===== config.mk =====
export PLATFORM = sky130hd
export DESIGN_NAME = id_ex_operand_latch
export DESIGN_NICKNAME = d
export VERILOG_FILES = /design/src/rtl/id_ex_operand_latch_pkg.sv /design/src/rtl/id_ex_operand_latch_operand_mux.sv /design/src/rtl/id_ex_operand_latch.sv
export SDC_FILE = /design/constraint.sdc
export NUM_CORES = 1
export LEC_CHECK = 0
export CORE_MARGIN = 2
export CORE_UTILIZATION = 47
export DETAILED_ROUTE_END_ITERATION = 7
export PLACE_DENSITY = 0.94
export SLEW_MARGIN = 5
export SYNTH_ARGS = -nofsm -noshare
export SYNTH_HDL_FRONTEND = slang
export SYNTH_HIERARCHICAL = 1
export SYNTH_SLANG_ARGS = --single-unit
export TNS_END_PERCENT = 50

===== constraint.sdc =====
create_clock -name clk -period 3.26 [get_ports clk]
set_input_delay 0.652 -clock clk [delete_from_list [all_inputs] [get_ports clk]]
set_output_delay 0.652 -clock clk [all_outputs]
set_load 0.02 [all_outputs]

===== src/rtl/id_ex_operand_latch_pkg.sv =====
// cpu_pkg: shared forward codes, pipeline state encoding and datapath widths
package cpu_pkg;
  localparam int DATA_WIDTH = 16;
  localparam int REG_NUM_WIDTH = 4;
  localparam logic [1:0] FWD_RF = 2'b00;
  localparam logic [1:0] FWD_EX = 2'b01;
  localparam logic [1:0] FWD_R0 = 2'b10;
  localparam logic [1:0] FWD_RESERVED = 2'b11;
  typedef enum logic {
    ST_RUN,
    ST_LOAD_WAIT
  } state_t;
endpackage


===== src/rtl/id_ex_operand_latch_operand_mux.sv =====
// operand_mux: forward select between register file, ALU result and R0 result
module operand_mux
  import cpu_pkg::*;
#(
  parameter int W = DATA_WIDTH
) (
  input  logic [1:0]   sel,
  input  logic [W-1:0] rf_data,
  input  logic [W-1:0] alu_result,
  input  logic [W-1:0] r0_result,
  output logic [W-1:0] y
);
  // reserved code falls back to register-file data
  always_comb y = sel == FWD_EX ? alu_result : sel == FWD_R0 ? r0_result : rf_data;
endmodule


===== src/rtl/id_ex_operand_latch.sv =====
// id_ex_operand_latch: ID/EX register with forward muxing and load-use stall/bubble handling
module id_ex_operand_latch
  import cpu_pkg::*;
#(
  parameter int DATA_WIDTH = cpu_pkg::DATA_WIDTH,
  parameter int REG_NUM_WIDTH = cpu_pkg::REG_NUM_WIDTH,
  parameter int REG_FORWARD_WIDTH = 2,
  parameter int MAX_WAIT = 15
) (
  input  logic                         clk,
  input  logic                         rst,
  input  logic                         flush,
  input  logic                         id_valid,
  input  logic                         id_is_load,
  input  logic                         id_write_reg,
  input  logic [REG_NUM_WIDTH-1:0]     rn_1,
  input  logic [REG_FORWARD_WIDTH-1:0] reg_forward_1,
  input  logic [REG_FORWARD_WIDTH-1:0] reg_forward_2,
  input  logic [DATA_WIDTH-1:0]        rf_data_1,
  input  logic [DATA_WIDTH-1:0]        rf_data_2,
  input  logic [DATA_WIDTH-1:0]        alu_result,
  input  logic [DATA_WIDTH-1:0]        r0_result,
  input  logic                         mem_ready,
  input  logic [DATA_WIDTH-1:0]        mem_data,
  output logic [DATA_WIDTH-1:0]        op_a,
  output logic [DATA_WIDTH-1:0]        op_b,
  output logic [REG_NUM_WIDTH-1:0]     ex_rn1,
  output logic                         ex_valid,
  output logic                         ex_is_load,
  output logic                         ex_write_reg,
  output logic                         stall_id,
  output logic                         load_timeout
);
  localparam int CW = $clog2(MAX_WAIT + 1);
  state_t state, state_nx;
  logic [CW-1:0] wait_cnt;
  logic need_a, need_b, hazard, timeout, capture, load_ex;
  logic [DATA_WIDTH-1:0] mux_a, mux_b;

  operand_mux #(.W(DATA_WIDTH)) u_mux_a (
    .sel(reg_forward_1), .rf_data(rf_data_1), .alu_result(alu_result), .r0_result(r0_result), .y(mux_a)
  );
  operand_mux #(.W(DATA_WIDTH)) u_mux_b (
    .sel(reg_forward_2), .rf_data(rf_data_2), .alu_result(alu_result), .r0_result(r0_result), .y(mux_b)
  );

  assign hazard = state == ST_RUN && id_valid && ex_valid && ex_is_load && ex_write_reg &&
                  (reg_forward_1 == FWD_EX || reg_forward_2 == FWD_EX);
  assign timeout = state == ST_LOAD_WAIT && !mem_ready && wait_cnt == CW'(MAX_WAIT);
  assign capture = state == ST_LOAD_WAIT && (mem_ready || timeout);
  assign load_ex = !flush && ((state == ST_RUN && !hazard && id_valid) || capture);

  // state register
  always_ff @(posedge clk) state <= !rst ? ST_RUN : state_nx;

  // next state: flush wins, a hazard enters the wait, a capture leaves it
  always_comb state_nx = flush ? ST_RUN : hazard ? ST_LOAD_WAIT : capture ? ST_RUN : state;

  // stall ID while a hazard is detected or the load data has not yet arrived
  always_comb stall_id = rst && !flush && (hazard || (state == ST_LOAD_WAIT && !capture));

  // EX registers, need flags, wait counter and sticky timeout
  always_ff @(posedge clk) begin
    if (!rst) begin
      op_a <= '0;
      op_b <= '0;
      ex_rn1 <= '0;
      ex_valid <= 1'b0;
      ex_is_load <= 1'b0;
      ex_write_reg <= 1'b0;
      need_a <= 1'b0;
      need_b <= 1'b0;
      wait_cnt <= '0;
      load_timeout <= 1'b0;
    end else begin
      if (load_ex) begin
        op_a <= capture && need_a ? mem_data : mux_a;
        op_b <= capture && need_b ? mem_data : mux_b;
        ex_rn1 <= rn_1;
        ex_valid <= 1'b1;
        ex_is_load <= id_is_load;
        ex_write_reg <= id_write_reg;
      end else if (flush || state == ST_RUN) begin
        ex_valid <= 1'b0;
        ex_is_load <= 1'b0;
        ex_write_reg <= 1'b0;
      end
      need_a <= flush || capture ? 1'b0 : hazard ? reg_forward_1 == FWD_EX : need_a;
      need_b <= flush || capture ? 1'b0 : hazard ? reg_forward_2 == FWD_EX : need_b;
      wait_cnt <= flush || hazard || capture ? '0 : state == ST_LOAD_WAIT ? wait_cnt + CW'(1) : wait_cnt;
      load_timeout <= load_timeout || (timeout && !flush);
    end
  end
endmodule


==> flow_metrics.env <==
export IMPL_cts_clk_slew_worst_paths_ns=0.10
export IMPL_critPathBufInv=2
export IMPL_antenna_found_initial=0
export IMPL_synthesis_area_um2=3200
export IMPL_fin_crit_ns=2.98
export IMPL_setup_viol=0
export IMPL_critPathTopFamily="buffers and inverters"
export IMPL_netSwitchingPower_uw=436
export IMPL_ir_drop_v=0.000198
export IMPL_seq_power_share=0.429
export IMPL_avgSynthCellArea_um2=9.92
export IMPL_drv_cap=0
export IMPL_p_per_area_nw_per_um2=318
export IMPL_clock_skew_ns=0.0112
export IMPL_vias_per_cell=5.62
export IMPL_crit_chain="clkdlybuf4s50_1 -> nand2b_1 -> nor2_1 -> o21ai_0 -> a21oi_1 -> clkdlybuf4s50_1"
export IMPL_io_buffers=135
export IMPL_whs_endpoint="need_a"
export IMPL_diodes=0
export IMPL_ant_nets=0
export IMPL_synth_common_cells="mux2i_1, dfxtp_1, a21oi_1"
export IMPL_numCtsBuffers=5
export IMPL_gr_usage_met2=0.431
export IMPL_cp_required_ns=2.61
export IMPL_syn_inst=323
export IMPL_use_met3=0.0371
export IMPL_p_total_mw=1.45
export IMPL_async_reset_ff_frac=0
export IMPL_synth_most_common_cell="mux2i_1"
export IMPL_synth_compound_area_frac=0.132
export IMPL_min_path_cells=2
export IMPL_first_global_vias=2978
export IMPL_drtPass1Iterations=4
export IMPL_core_um2=6680
export IMPL_max_slew_margin=0.565
export IMPL_power_leakage_nw=1.83
export IMPL_dp_cells=522
export IMPL_slowest_stage="clkdlybuf4s50_1"
export IMPL_grt_pass1_wl_um=13800
export IMPL_die_y_um=86.6
export IMPL_regToRegEndpoint="op_a[9]"
export IMPL_synth_top_cells_by_area="mux2i_1, dfxtp_1, a21oi_1"
export IMPL_dpl_hpwl_um=6660
export IMPL_grt_max_degree=49
export IMPL_status="completed"
export IMPL_fmax_mhz=336
export IMPL_cts_setup_buffers=0
export IMPL_drcViolationCount=0
export IMPL_critPathCaptureType="output pin"
export IMPL_gr_usage_all_layers=0.230
export IMPL_r2r_worst_path_cells=7
export IMPL_hold_viol_final=0
export IMPL_setup_tns_ns=0
export IMPL_top_regs="op_a (16), op_b (16)"
export IMPL_grtUsageMet1=0.261
export IMPL_synth_mux_area_frac=0.416
export IMPL_reg2reg_from="wait_cnt[0]"
export IMPL_grt_ovfl_total=0
export IMPL_cts_tree="yes"
export IMPL_p_int_mw=1.01
export IMPL_ys_warn_count=6
export IMPL_syn_nets=419
export IMPL_synth_distinct_cells=29
export IMPL_synth_top_cell_area_share=0.416
export IMPL_instances_no_fill=530
export IMPL_worstHoldPathType="flip-flop to flip-flop"
export IMPL_drive_gt1_frac=0.0556
export IMPL_rsz0062_at_grt="no"
export IMPL_cp_arrival_ns=2.33
export IMPL_cp_common_cell="clkdlybuf4s50_1"
export IMPL_layout_setup_ws_ns=0.283
export IMPL_synth_xor_xnor_area_share=0.00820
export IMPL_cts_sinks=47
export IMPL_synth_top_family_by_area="multiplexers"
export IMPL_ctsHoldBuffers=0
export IMPL_r2r_slack_ns=1.08
export IMPL_cp_slowest_stage_delay_ns=0.62
export IMPL_place_congestion=0.760
export IMPL_die_x_um=86.6
export IMPL_netSwitchingFraction=0.301
export IMPL_start_util=0.479
export IMPL_avgRoutedWirePerCell_um=17.1
export IMPL_place_ws_ns=0.298
export IMPL_synth_seq_area_share=0.294
export IMPL_synthAdderAreaFrac=0.00391
export IMPL_synth_edff_count=0
export IMPL_die_area_um2=7490
export IMPL_synthSimpleGateAreaFrac=0.0637
export IMPL_std_cell_rows=30
export IMPL_clock_root_buffer="clkbuf_8"
export IMPL_p_comb_frac=0.308
export IMPL_crit_fanout=3
export IMPL_min_from="need_a"
export IMPL_critPathLaunchType="input port"
export IMPL_yosys_area_top_type="mux2i_1"
export IMPL_drtIter0Drc=101
export IMPL_synthFlopType="dfxtp_1"
export IMPL_cts_htree_levels=2
export IMPL_path_class="input port to output pin"
export IMPL_clkPwrFrac=0.262
export IMPL_grt_busiest_layer="met2"
export IMPL_cts_resized=0
export IMPL_finalWirelength_um=9080
export IMPL_drv_slew=0
export IMPL_io_pins=136
export IMPL_ys_ff_latch=47
export IMPL_fin_crit_sh=0.913
export IMPL_vias=2976
export IMPL_area_growth_pct=42.4
export IMPL_nets=545
export IMPL_clk_path_buf_depth=2
export IMPL_clock_latency_ns=0.31
export IMPL_worstMarginPinSlew_ns=0.651
-- layout make-up --
cell class                      count  area, µm²
Clock buffer                        5       68.8
Timing Repair Buffer              145       1430
Sequential cell                    47        941
Clock inverter                      3       26.3
Multi-Input combinational cell    250       2000
Fill cell                         539       2120
Tap cell                           80        100
-- per-stage QoR --
step,util,cell area (µm²),hold WS [ns]
after global placement,0.669,4470,0.446
after floorplan,-,3200,0.436
after global routing,0.683,4560,0.490
after detailed placement,0.669,4470,0.454
after CTS,0.683,4560,0.474
final,0.683,4560,0.469
-- kinds of logic (layout without fill, tap and decap cells) --
group / Yosys count / count (layout)
AND/OR/NAND/NOR: 37 / 37
multiplexers: 133 / 133
buffers and inverters: 26 / 153
XOR/XNOR: 3 / 3
flip-flops: 47 / 47
AO/OA/AOI/OAI: 76 / 76
adder cells (fa/ha/maj): 1 / 1
-- power groups by stage --
stage	logic [mW]	registers [mW]	clock network [mW]
floorplan	0.200	0.671	0
global placement	0.430	0.634	0
detailed placement	0.445	0.634	0
CTS	0.447	0.622	0.388
global route	0.476	0.625	0.411
finish	0.447	0.623	0.380
-- worst max-delay path by stage --
| stage | startpoint | endpoint | cells past startpoint |
|---|---|---|---|
| 6_report | id_valid | stall_id | 6 |
| 5_1_grt | reg_forward_1[0] | stall_id | 5 |
| 4_1_cts | id_valid | stall_id | 6 |
| 3_5_place_dp | id_valid | stall_id | 6 |
| 3_3_place_gp | id_valid | stall_id | 6 |
| 2_1_floorplan | id_valid | stall_id | 4 |
-- layer usage --
layer / up-vias / routed length [µm] / share of wire
met5: - / 0 / 0
met2: 112 / 4680 / 0.52
met4: 0 / 165 / 0.018
met1: 1412 / 3680 / 0.41
li1: 1440 / - / -
met3: 12 / 546 / 0.060
-- cell usage in the layout (no fill, tap or decap) --
cell / synthesis / final
mux2i_1: 133 / 133
clkdlybuf4s50_1: 0 / 133
dfxtp_1: 47 / 47
a21oi_1: 36 / 36
o21ai_1: 19 / 19
o21ai_0: 14 / 14
nand2_1: 9 / 9
buf_4: 10 / 9
nor2b_1: 7 / 7
nor2_1: 6 / 6
clkbuf_8: 0 / 5
nand2b_1: 4 / 4
nand3b_1: 3 / 3
inv_6: 0 / 3
nand3_1: 2 / 2
nor2_2: 2 / 2
xor2_1: 2 / 2
o21a_1: 2 / 2
a21boi_1: 2 / 2
buf_2: 2 / 2
o21bai_1: 1 / 1
a31oi_2: 1 / 1
nand2b_4: 1 / 1
o2bb2ai_4: 1 / 1
xnor2_1: 1 / 1
and2_1: 1 / 1
nor3b_1: 1 / 1
nand4_1: 1 / 1
ha_1: 1 / 1
buf_12: 6 / 1
-- worst register-to-register path: stages (launching register included) --
cell       delay [ns]
dfxtp_1          0.40
ha_1             0.23
a31oi_2          0.15
nand2b_4         0.19
o2bb2ai_4        0.56
buf_12           0.31
o21ai_0          0.13
a21oi_1          0.14
Power figures use the tool's default switching activity.
